<file path="config.mk">
export PLATFORM = sky130hd
export DESIGN_NAME = store_unit
export DESIGN_NICKNAME = d
export VERILOG_FILES = /design/src/rtl/mips_pkg.sv /design/src/rtl/store_align.sv /design/src/rtl/store_unit.sv
export SDC_FILE = /design/constraint.sdc
export NUM_CORES = 1
export LEC_CHECK = 0
export BUFFER_PORTS_ARGS = -buffer_cell sky130_fd_sc_hd__buf_2
export CORE_MARGIN = 2
export CORE_UTILIZATION = 47
export CTS_BUF_LIST = sky130_fd_sc_hd__clkbuf_8
export CTS_CLUSTER_SIZE = 10
export DETAILED_ROUTE_END_ITERATION = 8
export PLACE_DENSITY = 0.83
export SLEW_MARGIN = 20
export SYNTH_ARGS = -nofsm -noshare
export SYNTH_HDL_FRONTEND = slang
export SYNTH_SLANG_ARGS = --single-unit
</file>
<file path="constraint.sdc">
create_clock -name clk -period 1.9 [get_ports clk]
set_input_delay 0.19 -clock clk [delete_from_list [all_inputs] [get_ports clk]]
set_output_delay 0.19 -clock clk [all_outputs]
set_load 0.01 [all_outputs]
</file>
<file path="src/rtl/mips_pkg.sv">
// Shared definitions for the CPU memory paths: store/load width opcodes
// and the store unit state encoding.
package mips_pkg;

  // Width opcodes taken from instruction[28:26]; the load path decodes the same field.
  localparam logic [2:0] OP_SB = 3'b000;
  localparam logic [2:0] OP_SH = 3'b001;
  localparam logic [2:0] OP_SW = 3'b011;

  typedef enum logic [1:0] {
    IDLE  = 2'd0,
    WRITE = 2'd1,
    RESP  = 2'd2
  } store_state_t;

  // True for the three width codes the store path understands.
  function automatic logic is_store_op(input logic [2:0] op);
    return (op == OP_SB) || (op == OP_SH) || (op == OP_SW);
  endfunction

endpackage

</file>
<file path="src/rtl/store_align.sv">
// Combinational lane steering for stores: replicates the source bytes
// across the word and picks the byteenable for the addressed lanes.
// Lane k is byte offset k (little-endian, same as the load path).
module store_align
  import mips_pkg::*;
(
  input  logic [2:0]  opcode,
  input  logic [1:0]  addr_lo,
  input  logic [31:0] rt_data,
  output logic [3:0]  byteenable,
  output logic [31:0] writedata,
  output logic        misalign
);

  // Decode width and offset into lanes; misaligned or unknown widths enable no lanes.
  always_comb begin
    byteenable = 4'b0000;
    writedata  = 32'h0;
    misalign   = 1'b0;
    if (!is_store_op(opcode)) begin
      misalign = 1'b1;
    end else begin
      case (opcode)
        OP_SB: begin
          byteenable = 4'b0001 << addr_lo;
          writedata  = {4{rt_data[7:0]}};
        end
        OP_SH: begin
          if (addr_lo[0]) begin
            misalign = 1'b1;
          end else begin
            byteenable = addr_lo[1] ? 4'b1100 : 4'b0011;
            writedata  = {2{rt_data[15:0]}};
          end
        end
        default: begin
          if (addr_lo != 2'b00) begin
            misalign = 1'b1;
          end else begin
            byteenable = 4'b1111;
            writedata  = rt_data;
          end
        end
      endcase
    end
  end

endmodule

</file>
<file path="src/rtl/store_unit.sv">
// Store unit: accepts one sb/sh/sw request at a time from the CPU, issues a
// single Avalon-MM write with steered lanes, and reports done or misalign.
//
// Handshakes:
//   CPU side  - a request transfers on a rising edge where req=1 and ready=1;
//               req seen while ready=0 is ignored, so the CPU holds it.
//   Avalon    - the write transfers on a rising edge where avm_write=1 and
//               avm_waitrequest=0; address, data and byteenable come straight
//               from flops and cannot move while the slave stalls.
module store_unit
  import mips_pkg::*;
#(
  parameter int ADDR_W = 32
) (
  input  logic              clk,
  input  logic              reset_n,
  input  logic              req,
  input  logic [31:0]       instruction,
  input  logic [ADDR_W-1:0] addr,
  input  logic [31:0]       rt_data,
  output logic              ready,
  output logic              busy,
  output logic              done,
  output logic              misalign,
  output logic [ADDR_W-1:0] avm_address,
  output logic              avm_write,
  output logic [31:0]       avm_writedata,
  output logic [3:0]        avm_byteenable,
  input  logic              avm_waitrequest,
  output store_state_t      dbg_state
);

  store_state_t      state_q, state_d;
  logic [ADDR_W-1:0] addr_q, addr_d;
  logic [31:0]       wdata_q, wdata_d;
  logic [3:0]        be_q, be_d;
  logic              misalign_q, misalign_d;

  logic [3:0]        al_be;
  logic [31:0]       al_wdata;
  logic              al_misalign;

  // Only the width field of the instruction matters here.
  logic unused_instr_bits;
  assign unused_instr_bits = ^{instruction[31:29], instruction[25:0]};

  store_align u_align (
    .opcode     (instruction[28:26]),
    .addr_lo    (addr[1:0]),
    .rt_data    (rt_data),
    .byteenable (al_be),
    .writedata  (al_wdata),
    .misalign   (al_misalign)
  );

  // Next-state and capture logic: latch the steered write on accept, pulse misalign on reject.
  always_comb begin
    state_d    = state_q;
    addr_d     = addr_q;
    wdata_d    = wdata_q;
    be_d       = be_q;
    misalign_d = 1'b0;
    case (state_q)
      IDLE: begin
        if (req) begin
          if (al_misalign) begin
            misalign_d = 1'b1;
          end else begin
            addr_d  = {addr[ADDR_W-1:2], 2'b00};
            wdata_d = al_wdata;
            be_d    = al_be;
            state_d = WRITE;
          end
        end
      end
      WRITE: begin
        if (!avm_waitrequest) begin
          state_d = RESP;
        end
      end
      RESP: begin
        state_d = IDLE;
      end
      default: begin
        state_d = IDLE;
      end
    endcase
  end

  // State and write-register flops; reset abandons any write in flight.
  always_ff @(posedge clk or negedge reset_n) begin
    if (!reset_n) begin
      state_q    <= IDLE;
      addr_q     <= '0;
      wdata_q    <= '0;
      be_q       <= '0;
      misalign_q <= 1'b0;
    end else begin
      state_q    <= state_d;
      addr_q     <= addr_d;
      wdata_q    <= wdata_d;
      be_q       <= be_d;
      misalign_q <= misalign_d;
    end
  end

  assign ready          = (state_q == IDLE);
  assign busy           = !ready;
  assign done           = (state_q == RESP);
  assign misalign       = misalign_q;
  assign avm_write      = (state_q == WRITE);
  assign avm_address    = addr_q;
  assign avm_writedata  = wdata_q;
  assign avm_byteenable = be_q;
  assign dbg_state      = state_q;

endmodule

</file>
**Word-level counts from Yosys, hierarchy flattened**

Cells that the tools add are included.

- Equal/unequal tests: 7
- Shift-type cells: 1
- Multiplexer cells: 20
- Bitwise operators: 1
- Reductions and logical operators: 8

Operators by type and width:

| kind | count |
|---|---|
| two-way mux 32 bit | 3 |
| one-hot mux 32 bit (2 select lines) | 1 |
| two-way mux 4 bit | 4 |
| one-hot mux 4 bit (2 select lines) | 1 |
| two-way mux 1 bit | 6 |
| two-way mux 2 bit | 3 |
| inequality test 2 bit, second input constant | 3 |
| AND reduction 3 bit | 2 |
| one-hot mux 2 bit (2 select lines) | 1 |
| left shift 1 x 2 -> 4 bit, first input constant | 1 |
| equality test 3 x 1 -> 1 bit, second input constant | 1 |
| equality test 3 x 2 -> 1 bit, second input constant | 1 |
| zero test 3 bit | 1 |
| equality test 2 x 1 -> 1 bit, second input constant | 1 |
| equality test 2 bit, second input constant | 1 |
| zero test 2 bit | 1 |
| logical OR 1 bit | 2 |
| one-hot mux 1 bit (2 select lines) | 1 |
| nonzero test 2 bit | 1 |
| zero test 1 bit | 1 |
| inverter 1 bit | 1 |

- Register bits after elaboration: 69
- Bits of input ports: 100

**Depth between registers and ports, before layout**

Gate-level depths: netlist of run 1.

- Depth in word-level cells: 7
- Gate-level depth with buffers: 6

**Modules after synthesis**

From an unflattened synthesis of run 1, not the netlist that was laid out.

- Cells, all modules: 248
- Area total of the unflattened synthesis: 3209.3 um^2

By module, submodules not included:

| module | instances | cells an instance | area each (um^2) |
|---|---|---|---|
| store_unit | 1 | 155 | 2616.3 |
| store_align | 1 | 93 | 593.1 |

**Worst setup path after synthesis of run 1**

OpenSTA, ideal clock, no wires.

- Kind: register -> register
- Start point: register state_q[1] (netlist: dbg_state[1])
- End point: register be_q[2] (netlist: avm_byteenable[2])
- Data arrival time: 1.698 ns
- Required time: 1.772 ns
- Setup slack: 0.074 ns
- Cell stages (with the launch flop): 6
- Cell sequence: dfrtp_1 -> or3b_4 -> a211oi_4 -> buf_6 -> buf_6 -> mux2_1

- Cells in the longest elaborated chain, start to end: 2

Ends and longest elaborated chain:

| item | RTL line | text |
|---|---|---|
| start: declaration | store_unit.sv:33 | `store_state_t state_q, state_d;` |
| start signal: assignment | store_unit.sv:99 | `state_q <= state_d;` |
| zero test 2 bit | store_unit.sv:63 | `case (state_q)` |
| AND reduction 3 bit (no source line) | - |  |
| end signal: assignment | store_unit.sv:96 | `be_q <= '0;` |
| end signal: assignment | store_unit.sv:102 | `be_q <= be_d;` |
| end: declaration | store_unit.sv:36 | `logic [3:0] be_q, be_d;` |

No other way between the ends.
A chain may end at the register's enable or synchronous reset.

**Final worst setup path of run 1**

- Start point: register state_q[1] (netlist: dbg_state[1])
- End point: register wdata_q[12] (netlist: avm_writedata[12])

- Cells in the longest elaborated chain, start to end: 2

Ends and longest elaborated chain:

| item | RTL line | text |
|---|---|---|
| zero test 2 bit | store_unit.sv:63 |  |
| AND reduction 3 bit (no source line) | - |  |
| end signal: assignment | store_unit.sv:101 | `wdata_q <= wdata_d;` |
| end: declaration | store_unit.sv:35 | `logic [31:0] wdata_q, wdata_d;` |

No other way between the ends.

==> results of run 1 <==
-- sequential cells by signal (all words and copies together), names as in the netlist --
name and flops:
avm_writedata 32, dbg_state 2, avm_address 30, misalign 1, avm_byteenable 4
-- synth_stat cells, drive strengths merged --
| cell type | instances | area, um2 |
|---|---|---|
| a2111oi | 1 | 8.76 |
| mux2i | 7 | 70.1 |
| inv | 10 | 37.5 |
| nand3b | 7 | 52.6 |
| nor2b | 4 | 25.0 |
| o21ai | 2 | 10.0 |
| a31oi | 14 | 87.6 |
| or4bb | 7 | 78.8 |
| o31a | 2 | 17.5 |
| o21bai | 2 | 15.0 |
| dfrtp | 69 | 1730 |
| nor3b | 7 | 52.6 |
| or2 | 2 | 12.5 |
| o211ai | 7 | 52.6 |
| and3b | 1 | 8.76 |
| nor2 | 3 | 11.3 |
| a211oi | 2 | 27.5 |
| conb | 1 | 3.75 |
| buf | 14 | 106 |
| o21ba | 7 | 70.1 |
| clkbuf | 9 | 33.8 |
| or3b | 9 | 81.3 |
| nand2b | 9 | 56.3 |
| mux2 | 60 | 676 |
| a21oi | 1 | 5.00 |
| xnor2 | 1 | 8.76 |
| a21o | 2 | 15.0 |
-- routing by layer --
layer	track usage, %	routed length [um]	up-vias
li1	-	-	1228
met1	26.9	3550	1280
met2	35.1	4160	106
met3	4.85	557	14
met4	8.40	167	0
met5	0	0	-
-- worst max path at each step --
| stage | endpoint | slack, ns | depth (start not counted) |
|---|---|---|---|
| 6_report | avm_writedata[12] | -0.005 | 5 |
| 5_1_grt | avm_byteenable[0] | -0.06 | 5 |
| 4_1_cts | avm_writedata[14] | 0.01 | 4 |
| 3_5_place_dp | avm_writedata[14] | 0.02 | 4 |
| 3_3_place_gp | avm_writedata[4] | 0.05 | 4 |
| 2_1_floorplan | avm_byteenable[2] | 0.07 | 5 |
-- where the power goes --
group          total [mW]  internal [mW]  switching (mW)
Combinational        1.37          0.697           0.668
Clock                1.44          0.867           0.576
Sequential           2.06           1.87           0.189
Total                4.87           3.43            1.43
-- cell families (layout without fill, tap and decap cells) --
group	Yosys count	in the layout
AOI/OAI and AO/OA	40	40
xor gates and xnor gates	1	1
buffers and inverters	33	185
DFF	69	69
muxes	67	67
other	1	2
and+or+nand+nor	49	49
-- through the flow --
step                utilization [%]  setup TNS (ns)  hold WS (ns)
floorplan                         -               0        -0.106
global placement               61.4               0         0.137
detailed placement             61.4               0         0.142
CTS                            65.0               0       0.00371
global route                   65.7           -1.37        0.0548
finish                         65.7        -0.00931        0.0554
-- area by class of cell --
| cell class | instances | area share (%) |
|---|---|---|
| timing repair buffer | 160 | 20.5 |
| multi-input combinational | 159 | 32.3 |
| clock inverter | 6 | 2.51 |
| clock buffer | 9 | 2.76 |
| inverter | 10 | 0.836 |
| tap | 96 | 2.68 |
| sequential | 69 | 38.5 |
-- worst reg2reg max path, stage by stage, from the launching register on --
cell	delay, ns
dfrtp_1	0.39
or3b_4	0.43
a211oi_4	0.25
buf_4	0.19
clkbuf_16	0.19
mux2_2	0.34
-- timing repair --
item | in CTS | in global routing
hold buffers | 1 | 1
buffers inserted | 0 | 2
setup endpoints to repair | 0 | 24
endpoints found under the hold margin | 28 | 1
==> run metrics, run 1 <==
first-pass GRT wire length 12600 um; Avg Vias per Cell 5.16; post-synthesis sequential area ratio 51.5%; clock-pin transition on the worst setup and hold timing paths 0.08 ns; synthesized area 3350 um2; Warnings, synthesis 0; port buffer count 143; Fmax achieved 0.525 GHz; FF-to-FF End avm_writedata[12]; Hold Crit Depth 2; worst hold path type input pin to flip-flop; hold path endpoint avm_address[16]; FILL cells 546; post-route insts no fill 509; Final setup viols 2; clock skew 0.00822 ns; nets 509; post-synthesis average cell area 12.9 um2; CP max stage delay 0.43 ns; DRC viols 0; count of cell types in the netlist 33; wirelength, routed 8430 um; worst r2r path cells 5; Final Max Tran Viols 0; area of the multi-input gates 1450 um2; Area growth, synth to finish 34.0%; status finished with violations; initial core utilization 49.0%; Peak VDD IR 593 uV; pin count of the biggest net entering global routing 42; Power Total 4.87 mW; XOR/XNOR Fraction of Synth Area 0.261%; power per cell area 1080 nW/um2; Placed Area 4190 um2; TritonCTS clock tree built; detailed router's first-iteration violation count 112; clk buf depth 2; compound-cell area share of the yosys netlist 9.22%; worst skew pair latency 0.34 ns; post-detail-place hpwl 6090 um; Tcrit/Tclk final 100%; crit path buf inv count 2; detail-routed net length per standard cell 16.6 um; Non-Filler Cell Area, Final 4490 um2; violated checks negative setup slack; CP top delay family simple AND/OR/NAND/NOR gates; Critical Path Start dbg_state[1]; CTS root buffer clkbuf_8; layout cells sized above 1 55.7%; Post-Synth Simple-Gate Area 11.3%; Ant. Diodes 0; Req. time, crit path 2.12 ns; Worst Hold Launch addr[16]; commonest non-fill, non-tap cell in the layout buf_2; dominant combinational cell family by area after synthesis multiplexers; Core Region 6830 um2; reg2reg start dbg_state[1]; Final Hold Fails 0; CTS HTree Levels 3; crit path max fanout 16; multiplexer share of the synthesized area 22.3%; die width 88.4 um; first drt pass iteration count 4; clk sink count 69; GPL Wtd Cong 0.748; Place WS 0.0160 ns; Worst setup SP type flip-flop; std cell rows 30; initial antenna violation count 0; via count of the first global-routing pass 2645; Seq cells post-synth 69; slowest stage cell, crit path or3b_4; LEAKAGE 2.15 nW; GRT overflow 0; final worst slack -0.00467 ns; antenna viol nets, final 0; FF+latch area 1730 um2; post-layout minimum cycle time 1.90 ns; post-synthesis adder-cell area fraction 0%; Placed Cells 489; max-capacitance violation count 0; Post-CTS Resized 0; IO Pins 175; vias after detailed routing 2628; Num CTS Buffers 9; cell count after synthesis 260; crit path kind flip-flop to flip-flop; Worst setup EP type flip-flop; flop-to-flop setup slack -0.005 ns; most frequent cells in the layout buf_2 (142), dfrtp_1 (69), mux2_2 (38); arrival time worst endpoint 2.12 ns; total track usage 21.1%; RSZ-0062 raised after global routing true; Die Area 7820 um2; Die Y 88.4 um; CP cell instances or3b_4 -> a211oi_4 -> buf_4 -> clkbuf_16 -> mux2_2
No activity file was read; power rests on OpenSTA's default activity.
==> run 2, diff against run 1 <==
RECOVER_POWER = 100   (was unset)
SKIP_CTS_REPAIR_TIMING = 1   (was unset)
==> run metrics, run 2 (synthesized netlist as in run 1, its figures left out) <==
status finished with violations (unchanged); violated checks negative setup slack (unchanged); Worst setup EP type flip-flop (unchanged); DRC viols 0 (unchanged); wirelength, routed 8460 um (was 8430 um); Met1 Wirelength 3610 um (was 3550 um); power per cell area 1090 nW/um2 (was 1080 nW/um2); layout cells sized above 1 55.7% (unchanged); final worst slack -0.00490 ns (was -0.00467 ns); worst hold path type input pin to flip-flop (unchanged); Top Layer Used met4 (unchanged); initial antenna violation count 0 (unchanged); LEAKAGE 2.15 nW (about the same); port buffer count 143 (unchanged); initial core utilization 49.0% (unchanged); part of the power in the clock network 29.7% (was 29.6%); hold slack 0.0548 ns (was 0.0554 ns); TritonCTS clock tree built (unchanged); Final Hold Fails 0 (unchanged); GPL Wtd Cong 0.748 (unchanged); std cell rows 30 (unchanged); post-layout minimum cycle time 1.90 ns (about the same); commonest non-fill, non-tap cell in the layout buf_2 (unchanged); Final setup viols 2 (unchanged); Peak VDD IR 593 uV (about the same); Worst slew margin 52.7%; total track usage 21.0% (was 21.1%); clk sink count 69 (unchanged); Die Y 88.4 um (unchanged); Req. time, crit path 2.12 ns (about the same); met2 WL 4150 um (was 4160 um); slowest stage cell, crit path or3b_4 (unchanged); Fmax achieved 0.525 GHz (about the same); max-capacitance violation count 0 (unchanged); Num CTS Buffers 9 (unchanged); sw power 1.43 mW (about the same); pin count of the biggest net entering global routing 42 (unchanged); Comb pwr share 28.0% (was 28.1%); via count of the first global-routing pass 2637 (was 2645); post-detail-place hpwl 6090 um (unchanged); first-pass GRT wire length 12600 um (about the same); die width 88.4 um (unchanged); nets 509 (unchanged); worst skew pair latency 0.34 ns (about the same); Avg Vias per Cell 5.16 (about the same); clock-pin transition on the worst setup and hold timing paths 0.08 ns (about the same); detailed router's first-iteration violation count 103 (was 112); Slew @ Worst Pin 0.710 ns; Worst setup SP type flip-flop (unchanged); clk buf depth 2 (unchanged); detail-routed net length per standard cell 16.6 um (about the same); Tcrit/Tclk final 100% (about the same); Die Area 7820 um2 (unchanged); CP max stage delay 0.43 ns (about the same); RSZ-0062 raised after global routing true (unchanged); Pint 3.43 mW (about the same); crit path buf inv count 2 (unchanged); CTS HTree Levels 3 (unchanged); crit path kind flip-flop to flip-flop (unchanged); CP cell instances or3b_4 -> a211oi_4 -> buf_4 -> clkbuf_16 -> mux2_2 (unchanged); switching share of power 29.5% (was 29.4%); GRT overflow 0 (unchanged); first drt pass iteration count 4 (unchanged); IO Pins 175 (unchanged); antenna viol nets, final 0 (unchanged); Sequential Power Share 42.3% (about the same); vias after detailed routing 2627 (was 2628); met3 WL 541 um (was 557 um); Ant. Diodes 0 (unchanged); clock skew 0.00871 ns (was 0.00822 ns); setup TNS -0.00893 ns (was -0.00931 ns); max reg flops 32 (unchanged); Area growth, synth to finish 33.5% (was 34.0%); CP top delay family simple AND/OR/NAND/NOR gates (unchanged); most frequent cells in the layout buf_2 (142), dfrtp_1 (69), mux2_2 (38) (unchanged); crit path max fanout 16 (unchanged); arrival time worst endpoint 2.12 ns (about the same); Final Max Tran Viols 0 (unchanged); CTS root buffer clkbuf_8 (unchanged); Core Region 6830 um2 (unchanged)
==> run 2: cell count changes in the layout (fill, tap and decap cells not counted) <==
cell,before,now
buf_12,4,3
buf_4,11,10
clkbuf_2,0,1
clkbuf_4,0,1
==> run 2: metrics by stage <==
stage / total power, mW / cell area (um2) / setup slack, ns / utilization (%) / instances
after CTS: 4.89 / 4430 / 0.00951 / 64.8 / 504
after global placement: 3.39 / 4190 / 0.0516 / 61.4 / 489
after global routing: 5.12 / 4470 / -0.0607 / 65.5 / 509
final: 4.87 / 4470 / -0.00490 / 65.5 / 509
after detailed placement: 3.46 / 4190 / 0.0160 / 61.4 / 489
after floorplan: 2.79 / 3350 / 0.0741 / - / 261
==> run 2: per-layer routing <==
| layer | global-route usage [%] | vias to the layer above |
|---|---|---|
| met5 | 0 | - |
| met2 | 34.9 | 100 |
| li1 | - | 1228 |
| met3 | 4.85 | 12 |
| met1 | 26.8 | 1287 |
| met4 | 8.40 | 0 |
==> run 2: final timing paths <==
path | startpoint | to | slack (ns) | cells past startpoint
min in group asynchronous | reset_n | avm_address[16] | 0.44 | 2
max in group asynchronous | reset_n | avm_address[18] | 0.36 | 3
worst min-delay path | addr[16] | avm_address[16] | 0.05 | 2
worst max-delay path | dbg_state[1] | avm_writedata[12] | -0.005 | 5
worst min register to register | avm_address[16] | avm_address[16] | 0.48 | 1
worst max register to register | dbg_state[1] | avm_writedata[12] | -0.005 | 5
==> run 2: final cells by class <==
type	count	area [um2]
multi-input cells	159	1450
clock inverters	6	113
repair buffers	160	903
inverters	10	37.5
well taps	96	120
clock buffers	9	124
fillers	549	2360
flip-flops and latches	69	1730
==> run 2: power groups by stage <==
stage / Combinational (mW) / Sequential (mW) / Clock, mW
2_1_floorplan: 0.505 / 2.28 / 0
3_3_place_gp: 1.33 / 2.06 / 0
3_5_place_dp: 1.37 / 2.09 / 0
4_1_cts: 1.37 / 2.06 / 1.45
5_1_grt: 1.49 / 2.11 / 1.52
6_report: 1.36 / 2.06 / 1.44
